--- config.mk ---
export PLATFORM = sky130hd
export DESIGN_NAME = ex_hazard_ctrl_flat
export DESIGN_NICKNAME = d
export VERILOG_FILES = /design/src/rtl/ex_hazard_ctrl_pkg.sv /design/src/rtl/ex_hazard_ctrl_if.sv /design/src/rtl/ex_hazard_ctrl_sat_counter.sv /design/src/rtl/ex_hazard_ctrl.sv /design/src/flat_wrapper.sv
export SDC_FILE = /design/constraint.sdc
export NUM_CORES = 1
export LEC_CHECK = 0
export BUFFER_PORTS_ARGS = -buffer_cell sky130_fd_sc_hd__clkbuf_2
export CORE_MARGIN = 10
export CORE_UTILIZATION = 30
export DETAILED_ROUTE_END_ITERATION = 10
export PLACE_DENSITY = 0.53
export SYNTH_ARGS = -nofsm -noshare
export SYNTH_HDL_FRONTEND = slang
export SYNTH_HIERARCHICAL = 1
export SYNTH_SLANG_ARGS = --single-unit
--- constraint.sdc ---
create_clock -name clk -period 2.55 [get_ports clk]
set_input_delay 0.1275 -clock clk [delete_from_list [all_inputs] [get_ports clk]]
set_output_delay 0.1275 -clock clk [all_outputs]
set_load 0.005 [all_outputs]
--- src/rtl/ex_hazard_ctrl_pkg.sv ---
`default_nettype none
// ============================================================================
//  Module   : pipe_ctrl_pkg
//  Brief    : Shared types and constants for the EX-stage hazard controller:
//             FSM state encoding, the x0 register index and the pipeline
//             control word (all-zero word doubles as the ID/EX bubble).
//  Revision : 1.0  initial release
// ============================================================================
package pipe_ctrl_pkg;

    // Controller states: normal issue, or EX occupied by a multi-cycle multiply.
    typedef enum logic [0:0] {
        ST_RUN      = 1'b0,
        ST_MUL_BUSY = 1'b1
    } state_t;

    // Register x0 is hard-wired to zero and never creates a dependency.
    localparam logic [4:0] REG_X0 = 5'd0;

    // Pipeline control word driven back to IF, IF/ID and ID/EX.
    typedef struct packed {
        logic pc_write;
        logic pc_src;
        logic ifid_write;
        logic ifid_flush;
        logic idex_flush;
        logic idex_hold;
        logic ex_busy;
        logic mul_done;
    } ctrl_t;

    // All-zero control word: the bubble loaded into ID/EX, and the base from
    // which every cycle's control word is built.
    localparam ctrl_t CTRL_BUBBLE = '0;

    // Control word held while rst_n is asserted: front end frozen and flushed.
    localparam ctrl_t CTRL_RESET = '{
        pc_write:   1'b0,
        pc_src:     1'b0,
        ifid_write: 1'b0,
        ifid_flush: 1'b1,
        idex_flush: 1'b1,
        idex_hold:  1'b0,
        ex_busy:    1'b0,
        mul_done:   1'b0
    };

endpackage
`default_nettype wire

--- src/rtl/ex_hazard_ctrl_if.sv ---
`default_nettype none
// ============================================================================
//  Module   : ex_hazard_ctrl_if
//  Brief    : Bundle between the ID/EX latch + ALU and the hazard controller,
//             carrying the EX/ID decode fields in and pipeline controls and
//             performance counters out.
//  Revision : 1.0  initial release
// ============================================================================
interface ex_hazard_ctrl_if #(
    parameter int unsigned CNT_WIDTH = 32
);
    // Instruction in EX
    logic                 EX_MemRead;
    logic                 EX_RegWrite;
    logic [4:0]           EX_rdReg;
    logic                 EX_Branch;
    logic                 EX_Jump;
    logic                 EX_BrTaken;
    logic                 EX_MulStart;
    // Instruction in ID
    logic [4:0]           ID_rs1Reg;
    logic [4:0]           ID_rs2Reg;
    logic                 ID_UsesRs1;
    logic                 ID_UsesRs2;
    // Pipeline controls
    logic                 PCWrite;
    logic                 PCSrc;
    logic                 IFID_Write;
    logic                 IFID_Flush;
    logic                 IDEX_Flush;
    logic                 IDEX_Hold;
    logic                 EX_Busy;
    logic                 MulDone;
    // Performance counters
    logic [CNT_WIDTH-1:0] StallCount;
    logic [CNT_WIDTH-1:0] FlushCount;

    // Pipeline side: presents decode fields, consumes controls.
    modport master (
        output EX_MemRead, EX_RegWrite, EX_rdReg, EX_Branch, EX_Jump,
               EX_BrTaken, EX_MulStart, ID_rs1Reg, ID_rs2Reg, ID_UsesRs1,
               ID_UsesRs2,
        input  PCWrite, PCSrc, IFID_Write, IFID_Flush, IDEX_Flush, IDEX_Hold,
               EX_Busy, MulDone, StallCount, FlushCount
    );

    // Controller side.
    modport slave (
        input  EX_MemRead, EX_RegWrite, EX_rdReg, EX_Branch, EX_Jump,
               EX_BrTaken, EX_MulStart, ID_rs1Reg, ID_rs2Reg, ID_UsesRs1,
               ID_UsesRs2,
        output PCWrite, PCSrc, IFID_Write, IFID_Flush, IDEX_Flush, IDEX_Hold,
               EX_Busy, MulDone, StallCount, FlushCount
    );
endinterface
`default_nettype wire

--- src/rtl/ex_hazard_ctrl_sat_counter.sv ---
`default_nettype none
// ============================================================================
//  Module   : sat_counter
//  Brief    : Event counter that increments on each enabled clock edge and
//             sticks at all-ones instead of wrapping.
//  Revision : 1.0  initial release
// ============================================================================
module sat_counter #(
    parameter int unsigned CNT_WIDTH = 32
) (
    input  wire logic                 clk,
    input  wire logic                 rst_n,
    input  wire logic                 inc,
    output logic      [CNT_WIDTH-1:0] count
);

    logic [CNT_WIDTH-1:0] count_q;

    // Count events, holding at the maximum value once reached.
    always_ff @(posedge clk or negedge rst_n) begin
        if (!rst_n) begin
            count_q <= '0;
        end else if (inc && (count_q != '1)) begin
            count_q <= count_q + 1'b1;
        end
    end

    assign count = count_q;

endmodule
`default_nettype wire

--- src/rtl/ex_hazard_ctrl.sv ---
`default_nettype none
// ============================================================================
//  Module   : ex_hazard_ctrl
//  Brief    : EX-end pipeline controller. Resolves redirect flushes, multiply
//             occupancy and load-use bubbles into stall/flush/hold controls,
//             and keeps saturating stall and flush performance counters.
//  Revision : 1.0  initial release
// ============================================================================
module ex_hazard_ctrl
    import pipe_ctrl_pkg::*;
#(
    parameter int unsigned MUL_CYCLES = 8,
    parameter int unsigned CNT_WIDTH  = 32
) (
    input  wire logic       clk,
    input  wire logic       rst_n,
    ex_hazard_ctrl_if.slave bus
);

    // First busy-counter value: the RUN cycle that accepts the multiply is
    // the first occupied cycle, and the done cycle is entered at zero.
    localparam logic [7:0] MUL_LOAD = (MUL_CYCLES > 1) ? 8'(MUL_CYCLES - 2) : 8'd0;

    state_t     state_q, state_d;
    logic [7:0] busy_cnt_q, busy_cnt_d;
    ctrl_t      ctrl;
    logic       redirect;
    logic       load_use;
    logic       redirect_evt;
    logic [CNT_WIDTH-1:0] stall_count;
    logic [CNT_WIDTH-1:0] flush_count;

    // Hazard detection on the raw EX/ID fields.
    always_comb begin
        redirect = bus.EX_Jump | (bus.EX_Branch & bus.EX_BrTaken);
        load_use = bus.EX_MemRead && (bus.EX_rdReg != REG_X0) &&
                   ((bus.ID_UsesRs1 && (bus.ID_rs1Reg == bus.EX_rdReg)) ||
                    (bus.ID_UsesRs2 && (bus.ID_rs2Reg == bus.EX_rdReg)));
    end

    // Next state, busy counter and zero-latency control outputs.
    always_comb begin
        ctrl            = CTRL_BUBBLE;
        ctrl.pc_write   = 1'b1;
        ctrl.ifid_write = 1'b1;
        state_d         = state_q;
        busy_cnt_d      = busy_cnt_q;
        redirect_evt    = 1'b0;

        if (!rst_n) begin
            ctrl = CTRL_RESET;
        end else begin
            case (state_q)
                ST_RUN: begin
                    if (redirect) begin
                        ctrl.pc_src     = 1'b1;
                        ctrl.ifid_flush = 1'b1;
                        ctrl.idex_flush = 1'b1;
                        redirect_evt    = 1'b1;
                    end else if (bus.EX_MulStart && (MUL_CYCLES > 1)) begin
                        ctrl.pc_write   = 1'b0;
                        ctrl.ifid_write = 1'b0;
                        ctrl.idex_hold  = 1'b1;
                        ctrl.ex_busy    = 1'b1;
                        busy_cnt_d      = MUL_LOAD;
                        state_d         = ST_MUL_BUSY;
                    end else begin
                        // Single-cycle multiply completes in place.
                        ctrl.mul_done = bus.EX_MulStart;
                        if (load_use) begin
                            ctrl.pc_write   = 1'b0;
                            ctrl.ifid_write = 1'b0;
                            ctrl.idex_flush = 1'b1;
                        end
                    end
                end
                ST_MUL_BUSY: begin
                    if (busy_cnt_q == 8'd0) begin
                        ctrl.mul_done = 1'b1;
                        state_d       = ST_RUN;
                    end else begin
                        ctrl.pc_write   = 1'b0;
                        ctrl.ifid_write = 1'b0;
                        ctrl.idex_hold  = 1'b1;
                        ctrl.ex_busy    = 1'b1;
                        busy_cnt_d      = busy_cnt_q - 8'd1;
                    end
                end
                default: begin
                    state_d = ST_RUN;
                end
            endcase
        end
    end

    // State and multiply busy counter; reset aborts any multiply in flight.
    always_ff @(posedge clk or negedge rst_n) begin
        if (!rst_n) begin
            state_q    <= ST_RUN;
            busy_cnt_q <= 8'd0;
        end else begin
            state_q    <= state_d;
            busy_cnt_q <= busy_cnt_d;
        end
    end

    sat_counter #(.CNT_WIDTH(CNT_WIDTH)) u_stall_cnt (
        .clk   (clk),
        .rst_n (rst_n),
        .inc   (~ctrl.pc_write),
        .count (stall_count)
    );

    sat_counter #(.CNT_WIDTH(CNT_WIDTH)) u_flush_cnt (
        .clk   (clk),
        .rst_n (rst_n),
        .inc   (redirect_evt),
        .count (flush_count)
    );

    assign bus.PCWrite    = ctrl.pc_write;
    assign bus.PCSrc      = ctrl.pc_src;
    assign bus.IFID_Write = ctrl.ifid_write;
    assign bus.IFID_Flush = ctrl.ifid_flush;
    assign bus.IDEX_Flush = ctrl.idex_flush;
    assign bus.IDEX_Hold  = ctrl.idex_hold;
    assign bus.EX_Busy    = ctrl.ex_busy;
    assign bus.MulDone    = ctrl.mul_done;
    assign bus.StallCount = stall_count;
    assign bus.FlushCount = flush_count;

endmodule
`default_nettype wire

--- src/flat_wrapper.sv ---
// flat-port wrapper written by rule: the top's interface ports become plain ports
module ex_hazard_ctrl_flat import pipe_ctrl_pkg::*;
#(
    parameter int unsigned MUL_CYCLES = 8,
    parameter int unsigned CNT_WIDTH  = 32
)
  (clk, rst_n, bus_EX_MemRead, bus_EX_RegWrite, bus_EX_rdReg, bus_EX_Branch, bus_EX_Jump, bus_EX_BrTaken, bus_EX_MulStart, bus_ID_rs1Reg, bus_ID_rs2Reg, bus_ID_UsesRs1, bus_ID_UsesRs2, bus_PCWrite, bus_PCSrc, bus_IFID_Write, bus_IFID_Flush, bus_IDEX_Flush, bus_IDEX_Hold, bus_EX_Busy, bus_MulDone, bus_StallCount, bus_FlushCount);
  ex_hazard_ctrl_if #(.CNT_WIDTH(CNT_WIDTH)) bus_i ();
  input  wire logic clk;
  input  wire logic rst_n;
  input wire logic [$bits(bus_i.EX_MemRead)-1:0] bus_EX_MemRead;
  input wire logic [$bits(bus_i.EX_RegWrite)-1:0] bus_EX_RegWrite;
  input wire logic [$bits(bus_i.EX_rdReg)-1:0] bus_EX_rdReg;
  input wire logic [$bits(bus_i.EX_Branch)-1:0] bus_EX_Branch;
  input wire logic [$bits(bus_i.EX_Jump)-1:0] bus_EX_Jump;
  input wire logic [$bits(bus_i.EX_BrTaken)-1:0] bus_EX_BrTaken;
  input wire logic [$bits(bus_i.EX_MulStart)-1:0] bus_EX_MulStart;
  input wire logic [$bits(bus_i.ID_rs1Reg)-1:0] bus_ID_rs1Reg;
  input wire logic [$bits(bus_i.ID_rs2Reg)-1:0] bus_ID_rs2Reg;
  input wire logic [$bits(bus_i.ID_UsesRs1)-1:0] bus_ID_UsesRs1;
  input wire logic [$bits(bus_i.ID_UsesRs2)-1:0] bus_ID_UsesRs2;
  output wire logic [$bits(bus_i.PCWrite)-1:0] bus_PCWrite;
  output wire logic [$bits(bus_i.PCSrc)-1:0] bus_PCSrc;
  output wire logic [$bits(bus_i.IFID_Write)-1:0] bus_IFID_Write;
  output wire logic [$bits(bus_i.IFID_Flush)-1:0] bus_IFID_Flush;
  output wire logic [$bits(bus_i.IDEX_Flush)-1:0] bus_IDEX_Flush;
  output wire logic [$bits(bus_i.IDEX_Hold)-1:0] bus_IDEX_Hold;
  output wire logic [$bits(bus_i.EX_Busy)-1:0] bus_EX_Busy;
  output wire logic [$bits(bus_i.MulDone)-1:0] bus_MulDone;
  output wire logic [$bits(bus_i.StallCount)-1:0] bus_StallCount;
  output wire logic [$bits(bus_i.FlushCount)-1:0] bus_FlushCount;
  assign bus_i.EX_MemRead = bus_EX_MemRead;
  assign bus_i.EX_RegWrite = bus_EX_RegWrite;
  assign bus_i.EX_rdReg = bus_EX_rdReg;
  assign bus_i.EX_Branch = bus_EX_Branch;
  assign bus_i.EX_Jump = bus_EX_Jump;
  assign bus_i.EX_BrTaken = bus_EX_BrTaken;
  assign bus_i.EX_MulStart = bus_EX_MulStart;
  assign bus_i.ID_rs1Reg = bus_ID_rs1Reg;
  assign bus_i.ID_rs2Reg = bus_ID_rs2Reg;
  assign bus_i.ID_UsesRs1 = bus_ID_UsesRs1;
  assign bus_i.ID_UsesRs2 = bus_ID_UsesRs2;
  assign bus_PCWrite = bus_i.PCWrite;
  assign bus_PCSrc = bus_i.PCSrc;
  assign bus_IFID_Write = bus_i.IFID_Write;
  assign bus_IFID_Flush = bus_i.IFID_Flush;
  assign bus_IDEX_Flush = bus_i.IDEX_Flush;
  assign bus_IDEX_Hold = bus_i.IDEX_Hold;
  assign bus_EX_Busy = bus_i.EX_Busy;
  assign bus_MulDone = bus_i.MulDone;
  assign bus_StallCount = bus_i.StallCount;
  assign bus_FlushCount = bus_i.FlushCount;
  ex_hazard_ctrl #(.MUL_CYCLES(MUL_CYCLES), .CNT_WIDTH(CNT_WIDTH)) u_core (.clk(clk), .rst_n(rst_n), .bus(bus_i));
endmodule
# After elaboration in Yosys (flattened, before gate mapping)
# Cells that the tools add are included.
dict set report totals {
  ff_bits 73
  latchBits 0
  mem_bits_rw 0
  mem_bits_ro 0
  in_bits 25
  out_inout_bits 72
  wordCells 53
  memories 0
}
dict set report op_classes {
  add_sub_neg 3
  multipliers 0
  n_div 0
  order_cmp 0
  eq_ne 7
  shifts 0
  muxes 25
  n_bitwise 4
  reduce_logical 10
}
# cell count
set ops {}
lappend ops {{adder 32 x 1 -> 32 bit, second input constant} 2}
lappend ops {{!= test 32 bit, second input constant} 2}
lappend ops {{two-way mux 8 bit} 4}
lappend ops {{case mux 8 bit (2 select lines)} 1}
lappend ops {{two-way mux 1 bit} 13}
lappend ops {{== test 5 bit} 2}
lappend ops {{zero test 8 bit} 1}
lappend ops {{subtractor 8 x 1 -> 8 bit, second input constant} 1}
lappend ops {{logical AND 1 bit} 6}
lappend ops {{two-way mux 2 bit} 3}
lappend ops {{!= test 2 bit, second input constant} 3}
lappend ops {{case mux 3 bit (2 select lines)} 1}
lappend ops {{nonzero test 5 bit} 1}
lappend ops {{case mux 1 bit (2 select lines)} 2}
lappend ops {{AND reduction 4 bit} 1}
lappend ops {{two-way mux 3 bit} 1}
lappend ops {{NOT 1 bit} 2}
lappend ops {{AND 1 bit} 1}
lappend ops {{logical OR 1 bit} 1}
lappend ops {{OR 1 bit} 1}

# Logic depth before layout (Yosys ltp)
dict set report logic_depth {
  depth_word 11
  depth_mapped 12
  ltp_nobuf 11
}

# By module
# The synthesis kept the hierarchy.
# mod instances cells_each area_each_um2 seq_area_each_um2
set by_module_without_submodules {}
lappend by_module_without_submodules {sat_counter 2 151 1624.1 800.8}
lappend by_module_without_submodules {ex_hazard_ctrl 1 79 723.2 225.2}

# Worst setup path after synthesis
# Ideal clock, no wire load.
dict set report synth_path {
  path_type {register -> register}
  start {reg u_core.busy_cnt_q[0]}
  end {reg u_core.u_stall_cnt.count_q[15] (netlist: u_core/u_stall_cnt/count[15])}
  setup_time_ps 125
  arrival_ps 2405
  required_ps 2425
  slack_ps 20
  stages_incl_launch_ff 12
  n_path_buf 1
  synth_period_minus_slack_ps 2530
  cell_sequence {dfrtp_1 -> inv_1 -> ha_1 -> nor3b_4 -> nand3_2 -> a221oi_2 -> o31ai_1 -> and3_1 -> nor2b_1 -> clkbuf_1 -> nand3_1 -> mux2_2}
}
dict set report synth_via {
  elab_chain_cells 6
}
# element line_no
set synth_rtl {}
lappend synth_rtl {{from (decl)} ex_hazard_ctrl.sv:25} ;# logic [7:0] busy_cnt_q, busy_cnt_d;
lappend synth_rtl {{from (signal assigned)} ex_hazard_ctrl.sv:103} ;# busy_cnt_q <= busy_cnt_d;
lappend synth_rtl {{zero test 8 bit} ex_hazard_ctrl.sv:78} ;# if (busy_cnt_q == 8'd0) begin
lappend synth_rtl {{two-way mux 1 bit} ex_hazard_ctrl.sv:78}
lappend synth_rtl {{case mux 1 bit (2 select lines)} ex_hazard_ctrl.sv:53} ;# case (state_q)
lappend synth_rtl {{two-way mux 8 bit} ex_hazard_ctrl.sv:50} ;# if (!rst_n) begin
lappend synth_rtl {{NOT 1 bit} ex_hazard_ctrl.sv:110} ;# .inc (~ctrl.pc_write),
lappend synth_rtl {{logical AND 1 bit} ex_hazard_ctrl_sat_counter.sv:23} ;# end else if (inc && (count_q != '1)) begin
lappend synth_rtl {{to (signal assigned)} ex_hazard_ctrl_sat_counter.sv:24} ;# count_q <= count_q + 1'b1;
lappend synth_rtl {{to (decl)} ex_hazard_ctrl_sat_counter.sv:17} ;# logic [CNT_WIDTH-1:0] count_q;
# Every way passes these cells.
# A chain may end at the register's enable or synchronous reset.

# Worst setup path in the final report
# Ends and elaborated chain as after synthesis.

==> results.sh <==
export IMPL_finalHoldViolations=0
export IMPL_layout_nets=525
export IMPL_area_delta_synth_final_pct=28.1
export IMPL_use_met2_pct=17.8
export IMPL_final_setup_viol_count=0
export IMPL_cp_data_arrival_time_ps=2630
export IMPL_grt_util_met1_pct=14.6
export IMPL_drc=0
export IMPL_avgRoutedWirePerCell_um=16.2
export IMPL_drv_cap=0
export IMPL_skew_ps=5.95
export IMPL_die_area_sq_um=18200
export IMPL_relSlewSlack_pct=63.4
export IMPL_min_period_over_period_pct=94.2
export IMPL_grt_antenna_before_repair=0
export IMPL_syn_inst=381
export IMPL_h_tree_depth=3
export IMPL_drive_gt1_share_pct=31.3
export IMPL_yosys_top_cells_area="dfrtp_1, xnor2_1, nand4_1, xor2_1, nand3_1"
export IMPL_cts_sinks=73
export IMPL_hpwl_um=8320
export IMPL_grt_busiest_layer="met2"
export IMPL_ys_top_cells_by_count="dfrtp_1, xnor2_1, nand2_1"
export IMPL_endpoint_kind="flip-flop"
export IMPL_clkLatencyLatePin_ps=340
export IMPL_netlist_area_sq_um=3970
export IMPL_synth_most_common_cell="dfrtp_1"
export IMPL_leakagePower_nw=2.31
export IMPL_p_per_area_nw_per_um2=725
export IMPL_cts_buffer_depth=2
export IMPL_slowest_delay_ps=400
export IMPL_startpoint_type="flip-flop"
export IMPL_cts_buffers=9
export IMPL_cts_root_buf="clkbuf_16"
export IMPL_ys_ff_latch=73
export IMPL_status="completed"
export IMPL_fp_row_count=41
export IMPL_required_ps=2770
export IMPL_crit_buf_inv=1
export IMPL_synth_top_area_cell="dfrtp_1"
export IMPL_path_delay_family="simple AND/OR/NAND/NOR gates"
export IMPL_synth_net_count=409
export IMPL_slew_viol_final=0
export IMPL_grt_pass1_vias=3473
export IMPL_grt_max_degree=43
export IMPL_vias=3354
export IMPL_setup_slack_ps=147
export IMPL_gp_congestion=0.871
export IMPL_core_area_sq_um=12800
export IMPL_synth_area_per_cell_sq_um=10.4
export IMPL_grt_pass1_wl_um=17700
export IMPL_antenna_cells=0
export IMPL_cts_reportedPaths_clkPinSlew_ps=60
export IMPL_place_ws_ps=-130
export IMPL_synth_edf_count=0
export IMPL_io_pins=97
export IMPL_cp_cell_sequence="inv_1, ha_1, nor3b_4, nand3_2, a221oi_2, o31ai_1, and3_1, nor2b_2, nand3_1, mux2_2"
export IMPL_grt_overflow=0
export IMPL_viasPerCell=4.98
export IMPL_critPathSlowestCell="dfrtp_1"
export IMPL_grt_met3_usage_pct=5.16
export IMPL_cts_tree="done"
export IMPL_synthFlopType="dfrtp_1"
export IMPL_hold_path_class="input pin to flip-flop"
export IMPL_crit_path_max_fanout=7
export IMPL_drtAntennaViolNets=0
export IMPL_instances_no_fill=673
export IMPL_synth_top_area_share_pct=46.0
export IMPL_die_x_um=135
export IMPL_first_pass_iters=4
export IMPL_initial_core_util_pct=31.1
export IMPL_async_flop_share_pct=100
export IMPL_grt_setup_unrepaired="no"
export IMPL_ys_seq_area_share_pct=46.0
export IMPL_vdd_ir_drop_worst_mv=0.311
export IMPL_dp_cells=656
export IMPL_grtUsageTotal_pct=12.0
export IMPL_ys_warn_count=6
export IMPL_synthDistinctLibCells=50
export IMPL_period_minus_slack_ps=2400
export IMPL_die_h_um=135
export IMPL_critPathKind="flip-flop to flip-flop"
export IMPL_worst_pin_slew_ps=547
export IMPL_port_buffers=95
export IMPL_wl_um=10900
export IMPL_max_freq_mhz=416
export IMPL_drt_iter0_drc=143
[path summary, 6_finish.rpt]
path                                                          start                                        to  slack [ps]  cells past startpoint
max                                u_core/busy_cnt_q[0]$_DFFE_PN0P_  u_core/u_stall_cnt/count[15]$_DFFE_PN0P_         150                     10
min                                                 bus_EX_MulStart          u_core/busy_cnt_q[6]$_DFFE_PN0P_         270                      3
max reg2reg                        u_core/busy_cnt_q[0]$_DFFE_PN0P_  u_core/u_stall_cnt/count[15]$_DFFE_PN0P_         150                     10
min reg2reg                u_core/u_stall_cnt/count[31]$_DFFE_PN0P_  u_core/u_stall_cnt/count[31]$_DFFE_PN0P_         510                      1
max in group asynchronous                                     rst_n  u_core/u_flush_cnt/count[29]$_DFFE_PN0P_        1750                      3
min in group asynchronous                                     rst_n          u_core/busy_cnt_q[6]$_DFFE_PN0P_         410                      3
[through the flow]
stage | instance area, sq um | power [mW] | utilization (%) | TNS (ps) | hold WS (ps)
floorplan | 3970 | 1.92 | - | 0 | -168
detailed placement | 4720 | 2.25 | 37.0 | -242 | 229
global placement | 4720 | 2.22 | 37.0 | 0 | 235
CTS | 5080 | 3.73 | 39.7 | 0 | 253
global route | 5090 | 3.92 | 39.8 | 0 | 308
finish | 5090 | 3.69 | 39.8 | 0 | 273
[power breakdown]
part	internal [mW]	leakage, nW	switching, mW
combinational	0.326	1.15	0.386
sequential	1.31	0.983	0.208
clock	0.976	0.169	0.484
[cells by family (layout without fill, tap and decap cells)]
family	after synthesis	after routing	synth area share, %
mux	8	8	2.17
flops	73	73	46.0
buf+inv	14	134	1.89
fa+ha+maj	3	3	0.945
simple gates	186	186	27.8
xor+xnor	69	69	15.2
compound gates	28	28	6.02
[per-layer routing]
layer | vias to the layer above | wire length, um
li1 | 1612 | -
met1 | 1608 | 4870
met2 | 118 | 4790
met3 | 16 | 1090
met4 | 0 | 159
met5 | - | 0
[layout make-up]
type,instances,area (sq um)
Clock inverter,5,104
Multi-Input combinational cell,294,2070
Fill cell,1277,7690
Inverter,8,30.0
Tap cell,172,215
Sequential cell,73,1830
Clock buffer,10,239
Timing Repair Buffer,111,601
[sequential cells by signal (all words and copies together) (netlist names)]
| signal | cells |
|---|---|
| u_core/busy_cnt_q | 8 |
| u_core/state_q | 1 |
| u_core/u_flush_cnt/count | 32 |
| u_core/u_stall_cnt/count | 32 |
[layout by cell type (no fill, tap or decap), drive strengths merged, types with 4 or more instances in the layout]
master and count:
buf 16, xor2 19, a31oi 4, nand4 34, nor2 25, and4 8
o211ai 4, nand3 34, clkbuf 104, nor4 12, nand2 41, dfrtp 73
and3 6, or4 5, nor3 12, mux2 5, xnor2 50, a21oi 7
inv 8
[worst reg2reg max path, stage by stage, from the launching register on]
cell      delay, ps
dfrtp_1         400
inv_1            70
ha_1            180
nor3b_4         210
nand3_2         100
a221oi_2        320
o31ai_1         140
and3_1          220
nor2b_2         210
nand3_1         110
mux2_2          330
[repair_timing]
action | CTS | global route
resized for setup | 0 | 1
endpoints found under the setup margin | 0 | 2
hold buffers | 1 | 0
endpoints found under the hold margin | 73 | 0
buffers inserted | 0 | 1
(Power assumes the default switching activity.)
